<file path="src/rtl/clmul_incr_seq.sv">
// -----------------------------------------------------------------------------
// clmul_incr_seq
//
// Sequential carry-less multiply / increment cell. An operand set {a, b, c} is
// accepted over a valid/ready handshake. The block then walks a one bit per
// cycle, XOR-accumulating shifted copies of b to form the GF(2) product a (x) b.
// In parallel with the accept it registers the increment b + c with carry-out.
//
// Optional feature (macro CLMUL_FULL_PRODUCT_EN):
//   defined   -> 2*WIDTH-bit accumulator and an extra output h_hi carrying the
//                upper WIDTH bits of the full carry-less product.
//   undefined -> WIDTH-bit accumulator, no h_hi port.
//
// Handshake semantics (both sides): a transfer happens on a rising clk edge
// where valid and ready are both high. in_ready is high only in IDLE. out_valid
// is high only in DONE and stays high, with results held, until out_ready.
//
// Ports:
//   clk        rising-edge clock
//   rst        synchronous, active-high reset
//   in_valid   operand set presented
//   in_ready   block can accept operands (IDLE)
//   a          multiplicand, WIDTH bits
//   b          multiplier and increment operand, WIDTH bits
//   c          increment carry-in
//   out_valid  results valid (DONE)
//   out_ready  consumer accepts results
//   h          low WIDTH bits of a (x) b (carry-less)
//   h_hi       upper WIDTH bits of a (x) b (only with CLMUL_FULL_PRODUCT_EN)
//   m          (b + c) mod 2^WIDTH
//   m_cout     carry-out of b + c
//   busy       high in CALC or DONE
//
// The FSM state is held in the signal 'state' (type state_t) for checkers.
// -----------------------------------------------------------------------------
module clmul_incr_seq #(
   parameter int WIDTH = 8,
   parameter int CNT_W = $clog2(WIDTH)
) (
   input  logic             clk,
   input  logic             rst,
   input  logic             in_valid,
   output logic             in_ready,
   input  logic [WIDTH-1:0] a,
   input  logic [WIDTH-1:0] b,
   input  logic             c,
   output logic             out_valid,
   input  logic             out_ready,
   output logic [WIDTH-1:0] h,
`ifdef CLMUL_FULL_PRODUCT_EN
   output logic [WIDTH-1:0] h_hi,
`endif
   output logic [WIDTH-1:0] m,
   output logic             m_cout,
   output logic             busy
);

`ifdef CLMUL_FULL_PRODUCT_EN
   localparam int ACC_W = 2 * WIDTH;
`else
   localparam int ACC_W = WIDTH;
`endif

   typedef enum logic [1:0] {
      IDLE = 2'd0,
      CALC = 2'd1,
      DONE = 2'd2
   } state_t;

   state_t state;
   state_t state_next;

   logic [WIDTH-1:0] a_reg;
   logic [WIDTH-1:0] b_reg;
   logic [ACC_W-1:0] acc;
   logic [CNT_W-1:0] cnt;

   logic             accept;
   logic             last_step;
   logic [ACC_W-1:0] b_ext;
   logic [ACC_W-1:0] acc_next;

   // ---------------------------------------------------------------------------
   // FSM state register
   // ---------------------------------------------------------------------------
   always_ff @(posedge clk) begin
      if (rst) begin
         state <= IDLE;
      end else begin
         state <= state_next;
      end
   end

   // ---------------------------------------------------------------------------
   // FSM next-state and handshake outputs
   // ---------------------------------------------------------------------------
   always_comb begin
      state_next = state;
      in_ready   = 1'b0;
      out_valid  = 1'b0;
      busy       = 1'b0;
      case (state)
         IDLE: begin
            in_ready = 1'b1;
            if (in_valid) begin
               state_next = CALC;
            end
         end
         CALC: begin
            busy = 1'b1;
            if (last_step) begin
               state_next = DONE;
            end
         end
         DONE: begin
            busy      = 1'b1;
            out_valid = 1'b1;
            // Returning to IDLE here means an in_valid presented alongside
            // out_ready is only taken on the following cycle.
            if (out_ready) begin
               state_next = IDLE;
            end
         end
         default: begin
            state_next = IDLE;
         end
      endcase
   end

   assign accept    = (state == IDLE) && in_valid;
   assign last_step = (cnt == CNT_W'(WIDTH - 1));

   // Shifted partial product. With the full-product accumulator the shift keeps
   // every bit; otherwise bits above WIDTH-1 fall off, giving the truncated
   // low half directly.
   assign b_ext    = ACC_W'(b_reg);
   assign acc_next = a_reg[cnt] ? (acc ^ (b_ext << cnt)) : acc;

   // ---------------------------------------------------------------------------
   // Datapath
   // ---------------------------------------------------------------------------
   always_ff @(posedge clk) begin
      if (rst) begin
         a_reg  <= '0;
         b_reg  <= '0;
         acc    <= '0;
         cnt    <= '0;
         h      <= '0;
`ifdef CLMUL_FULL_PRODUCT_EN
         h_hi   <= '0;
`endif
         m      <= '0;
         m_cout <= 1'b0;
      end else begin
         if (accept) begin
            a_reg         <= a;
            b_reg         <= b;
            acc           <= '0;
            cnt           <= '0;
            // Increment done at WIDTH+1 bits so the carry lands in m_cout.
            {m_cout, m}   <= (WIDTH+1)'(b) + (WIDTH+1)'(c);
         end else if (state == CALC) begin
            acc <= acc_next;
            if (last_step) begin
               h <= acc_next[WIDTH-1:0];
`ifdef CLMUL_FULL_PRODUCT_EN
               h_hi <= acc_next[ACC_W-1:WIDTH];
`endif
            end else begin
               cnt <= cnt + 1'b1;
            end
         end
      end
   end

endmodule

</file>
<file path="config.mk">
export PLATFORM = sky130hd
export DESIGN_NAME = clmul_incr_seq
export DESIGN_NICKNAME = d
export VERILOG_FILES = /design/src/rtl/clmul_incr_seq.sv
export SDC_FILE = /design/constraint.sdc
export NUM_CORES = 1
export LEC_CHECK = 0
export BUFFER_PORTS_ARGS = -buffer_cell sky130_fd_sc_hd__buf_2
export CORE_MARGIN = 5
export CORE_UTILIZATION = 50
export CTS_CLUSTER_SIZE = 30
export DETAILED_ROUTE_END_ITERATION = 10
export HOLD_SLACK_MARGIN = 0.12
export PLACE_DENSITY = 0.73
export REMOVE_ABC_BUFFERS = 1
export SYNTH_ARGS = -nofsm -noshare
export SYNTH_HDL_FRONTEND = slang
export SYNTH_SLANG_ARGS = --single-unit
</file>
<file path="constraint.sdc">
create_clock -name clk -period 2.9 [get_ports clk]
set_input_delay 0.29 -clock clk [delete_from_list [all_inputs] [get_ports clk]]
set_output_delay 0.29 -clock clk [all_outputs]
set_load 0.005 [all_outputs]
</file>
==> impl_metrics.py, run 1 <==
metrics = {
    "power_and_ir_drop": {
        "total_leakage_power_nw": 1.01,
        "peakVddDrop_uv": 355,
        "power.density_nw_per_um2": 675,
        "fin_total_pwr_mw": 1.69,
    },
    "clock_network": {
        "clk_pin_slew_ns": 0.08,
        "htreeDepth": 2,
        "cts_buffer_depth": 2,
        "cts_setup_buffers": 0,
        "clk_latency_ns": 0.30,
        "clock_sinks": 46,
        "ctsResizeCount": 0,
        "cts_tree": "yes",
        "cts_root_buffer": "clkbuf_8",
        "hold_buffers": 0,
        "cts_buffers": 5,
    },
    "critical_path": {
        "crit_path_max_fanout": 11,
        "rr_worst_depth": 5,
        "endpoint_kind": "flop",
        "crit_arrival_ns": 2.24,
        "worstSetupStartpointType": "flop",
        "worstPathRequired_ns": 3.06,
        "worstSetupPathType": "flop to flop",
    },
    "synthesis": {
        "synth_edf_count": 0,
        "synth_commonest_cells": "dfxtp_1 (46), nand2_1 (42), a21oi_1 (23), nor2_1 (23), nand3_1 (14)",
        "synth_cell_types": 35,
        "syn_area_um2": 2220,
        "ys_ff_latch": 46,
        "postSynthCellCount": 259,
        "yosysTopAreaCell": "dfxtp_1",
        "yosys-top-cells-area": "dfxtp_1 (41%), nand2_1 (7.1%), mux2i_1 (5.9%)",
        "ys_warn_count": 0,
        "synthFlopType": "dfxtp_1",
        "ys_seq_area_frac": 0.415,
        "async_flop_share": 0,
        "synth_most_common_cell": "dfxtp_1",
        "avgSynthCellArea_um2": 8.57,
        "synth_top_area_share": 0.415,
    },
    "detailed_routing": {
        "viasPerCell": 5.39,
        "route.detailed.drc": 0,
        "drt-initial-drc-count": 116,
        "post_drt_wl_per_cell_um": 12.6,
        "vias": 1854,
        "antenna_left": 0,
        "routed_wl_um": 4350,
        "drtPass1Iterations": 4,
    },
    "sta": {
        "hold_ws_ns": 0.222,
        "min_period_ns": 2.08,
        "fmax_mhz": 481,
        "setup_ws_ns": 0.819,
        "setup_tns_ns": 0,
        "finalHoldViolCount": 0,
        "rsz0062_at_grt": "no",
        "period_share": 0.717,
        "setup_viol": 0,
        "skew_ns": 0.00545,
        "tightest_slew_ns": 0.696,
        "finalMaxSlewViolations": 0,
        "slew-limit-headroom": 0.536,
    },
    "placement": {
        "portBuffers": 40,
        "gp_congestion": 0.817,
        "dp_hpwl_um": 3130,
        "dpl-instance-area_um2": 2430,
        "pre_cts_slack_ns": 0.820,
        "dpl.cell_count": 337,
    },
    "grt": {
        "grt_pass1_vias": 1870,
        "grt_pass1_wl_um": 8090,
        "grt_max_degree": 43,
        "antenna_found_initial": 0,
        "grt_usage": 0.162,
        "grt_overflow": 0,
    },
    "final_layout": {
        "seq_area_um2": 921,
        "multi_input_area_um2": 1200,
        "final_util": 0.580,
        "fin_cells": 344,
        "diodes": 0,
        "nFillCells": 405,
        "syn2layout_area_growth_pct": 12.9,
        "nNetsFinal": 320,
        "drive_gt1_frac": 0.175,
        "final_area_um2": 2510,
    },
    "die": {
        "dieHeight_um": 76.6,
        "num_rows": 24,
        "start_util": 0.513,
        "die_w_um": 76.6,
        "coreArea_um2": 4320,
        "ios": 41,
        "die_area_um2": 5870,
    },
    "outcome": {
        "status": "finished, final reports clean",
    },
    "run": {
        "cap_violations": 0,
    },
    "min_path": {
        "hold_depth": 3,
        "hp-class": "primary input to flop",
    },
}
[area by class of cell]
class / instances / area share
Multi-Input combinational cell: 191 / 0.480
Tap cell: 52 / 0.0260
Sequential cell: 46 / 0.367
Inverter: 5 / 0.00749
Timing Repair Buffer: 43 / 0.0889
Clock buffer: 7 / 0.0305
[cell families (layout without fill, tap and decap cells)]
logic type | count (synthesis) | count (layout) | share of synthesized area
adder cells (fa/ha/maj) | 7 | 7 | 0.0395
AO/OA/AOI/OAI | 47 | 47 | 0.126
XOR/XNOR | 15 | 15 | 0.0592
multiplexers | 16 | 16 | 0.0908
buffers and inverters | 22 | 55 | 0.0434
flip-flops | 46 | 46 | 0.415
AND/OR/NAND/NOR | 106 | 106 | 0.227
[worst max-delay path, cell delays in order (launching register included)]
cell and delay [ns]:
dfxtp_1 0.63, mux4_2 0.62, and3b_1 0.20, or3_1 0.34, nand3_1 0.09, a21oi_1 0.07
[placed cells by master (no fill, tap or decap), types with 7 or more instances in the layout]
cell type / instances
nand2_1: 42
buf_2: 40
mux2i_1: 13
ha_1: 7
nor2_1: 23
xor2_1: 12
a211oi_1: 10
a21oi_1: 23
dfxtp_1: 46
nand3_1: 14
[routing by layer]
layer | vias up | GRT usage | wire length, um | part of all wire
li1 | 965 | - | - | -
met1 | 848 | 0.205 | 2040 | 0.47
met2 | 35 | 0.270 | 2060 | 0.47
met3 | 6 | 0.0485 | 197 | 0.045
met4 | 0 | 0.0420 | 51 | 0.012
met5 | - | 0 | 0 | 0
[path summary, 6_finish.rpt]
path,start,slack (ns),end
worst max-delay path,cnt[0]$_SDFFE_PP0P_,0.82,h[4]$_SDFFE_PP0P_
worst min-delay path,a[5],0.22,a_reg[5]$_SDFFE_PP0P_
worst max register to register,cnt[0]$_SDFFE_PP0P_,0.82,h[4]$_SDFFE_PP0P_
worst min register to register,a_reg[3]$_SDFFE_PP0P_,0.46,a_reg[3]$_SDFFE_PP0P_
[power by group]
part	internal [mW]	switching, mW
logic	0.230	0.311
clock network	0.166	0.202
registers	0.714	0.0689
Power figures use the tool's default switching activity.
==> run 2, diff against run 1 <==
- CORE_UTILIZATION: 50 -> 49
- PLACE_DENSITY: 0.73 -> 0.74
- clock period: 2.9 -> 1.9 ns (I/O delays scaled with it)
==> run 2 against run 1 <==
Net effect:
- critical path depth did not move
- largest power group unchanged
- combinational power is 75% higher
- first-iteration DRC count is 41% lower
- non-clock buffer count increased by 18
- critical endpoint unchanged
- flip-flop and latch count stayed put
==> impl_metrics.py, run 2 (synthesis results as in run 1) <==
metrics = {
    "critical_path": {
        "cp_slowest_stage_delay_ns": 0.56,
        "r2r-start": "cnt[0]$_SDFFE_PP0P_",
        "endpoint_kind": "flop",
        "path_buf_inv": 0,
        "path_delay_family": "simple AND/OR/NAND/NOR gates",
        "worstSetupPathType": "flop to flop",
        "rr_worst_depth": 5,
        "worstPathRequired_ns": 2.08,
        "worstSetupStartpointType": "flop",
        "cpMaxStageDelayCell": "mux4_1",
        "cp_cell_sequence": "mux4_1 > and3b_1 > or3_1 > nand3_1 > a21oi_1",
        "crit_path_max_fanout": 6,
        "r2r_slack_ns": 0.12,
        "critical_path.startpoint": "cnt[0]$_SDFFE_PP0P_",
        "cp.depth": 5,
        "crit_arrival_ns": 1.97,
    },
    "grt": {
        "grt_max_degree": 32,
        "grt_pass1_wl_um": 7560,
        "grt_pass1_vias": 1721,
        "grt_usage": 0.152,
        "grt_overflow": 0,
        "antenna_found_initial": 0,
    },
    "detailed_routing": {
        "vias": 1883,
        "route.detailed.drc": 0,
        "routed_wl_um": 4560,
        "viasPerCell": 5.19,
        "drtPass1Iterations": 4,
        "drt-initial-drc-count": 69,
        "post_drt_wl_per_cell_um": 12.6,
        "antenna_left": 0,
    },
    "final_layout": {
        "nNetsFinal": 338,
        "drive_gt1_frac": 0.219,
        "final_cell_mix": "dfxtp_1 (45), nand2_1 (42), buf_2 (40)",
        "seq_area_um2": 922,
        "final_util": 0.625,
        "nFillCells": 390,
        "syn2layout_area_growth_pct": 23.4,
        "final_area_um2": 2740,
        "multi_input_area_um2": 1200,
        "final_common_cell": "dfxtp_1",
        "fin_cells": 363,
        "diodes": 0,
    },
    "min_path": {
        "hold_depth": 3,
        "min_from": "a[0]",
        "hp-class": "primary input to flop",
    },
    "sta": {
        "slew-limit-headroom": 0.685,
        "finalHoldViolCount": 0,
        "tightest_slew_ns": 0.473,
        "setup_viol": 0,
        "hold_ws_ns": 0.127,
        "rsz0062_at_grt": "no",
        "finalMaxSlewViolations": 0,
        "period_share": 0.938,
        "skew_ns": 0.00123,
        "fmax_mhz": 561,
        "min_period_ns": 1.78,
    },
    "placement": {
        "portBuffers": 40,
        "dp_hpwl_um": 3390,
        "dpl.cell_count": 349,
        "gp_congestion": 0.797,
        "dpl-instance-area_um2": 2530,
    },
    "die": {
        "die_area_um2": 5980,
        "die_w_um": 77.3,
        "dieHeight_um": 77.3,
        "coreArea_um2": 4380,
        "ios": 41,
        "num_rows": 24,
        "start_util": 0.506,
    },
    "clock_network": {
        "cts_buffers": 5,
        "clk_pin_slew_ns": 0.08,
        "cts_tree": "yes",
        "cts_buffer_depth": 2,
        "htreeDepth": 2,
        "clock_sinks": 46,
        "cts_root_buffer": "clkbuf_8",
        "clk_latency_ns": 0.30,
    },
    "run": {
        "cap_violations": 0,
    },
    "outcome": {
        "status": "finished, final reports clean",
    },
    "power_and_ir_drop": {
        "power.density_nw_per_um2": 1100,
        "peakVddDrop_uv": 595,
        "fin_total_pwr_mw": 3.02,
        "total_leakage_power_nw": 1.14,
    },
}
[run 2: cell types whose count changed in the layout (fill, tap and decap cells not counted), sizes merged]
cell and delta:
clkbuf -1, bufinv +2, dlygate4sd3 +6, buf +12
[run 2: stage by stage]
stage / worst slack, ns / TNS [ns]
floorplan: -0.177 / -1.17
global placement: 0.0845 / 0
detailed placement: 0.0387 / 0
CTS: 0.0174 / 0
global route: 0.0156 / 0
finish: 0.117 / 0
[run 2: final cells by class]
type	instances	area share
Inverter	5	0.00685
Clock inverter	2	0.0219
Sequential cell	46	0.337
Tap cell	52	0.0238
Multi-Input combinational cell	191	0.440
Clock buffer	6	0.0302
Timing Repair Buffer	61	0.141
[run 2: final timing paths]
check                           to
max              h[4]$_SDFFE_PP0P_
min          a_reg[0]$_SDFFE_PP0P_
max reg2reg      h[4]$_SDFFE_PP0P_
min reg2reg      m[1]$_SDFFE_PP0P_
[run 2: worst reg2reg max path: stages (launching register included)]
cell     delay, ns
dfxtp_2       0.41
mux4_1        0.56
and3b_1       0.21
or3_1         0.34
nand3_1       0.09
a21oi_1       0.06
[run 2: power breakdown]
part	internal, mW	switching [mW]	leakage (nW)	total [mW]
Combinational	0.435	0.513	0.692	0.948
Sequential	1.09	0.0939	0.376	1.19
Clock	0.561	0.327	0.0714	0.888
[run 2: what timing repair did]
action,in CTS,in global routing
hold buffers,6,0
hold endpoints to repair,6,0
buffers inserted,0,0
gates resized for setup,0,2
setup endpoints to repair,0,12
[run 2: layer usage]
metal | share of wire | GRT usage
met1 | 0.49 | 0.188
met2 | 0.46 | 0.256
met3 | 0.042 | 0.0375
met4 | 0.017 | 0.0567
met5 | 0 | 0
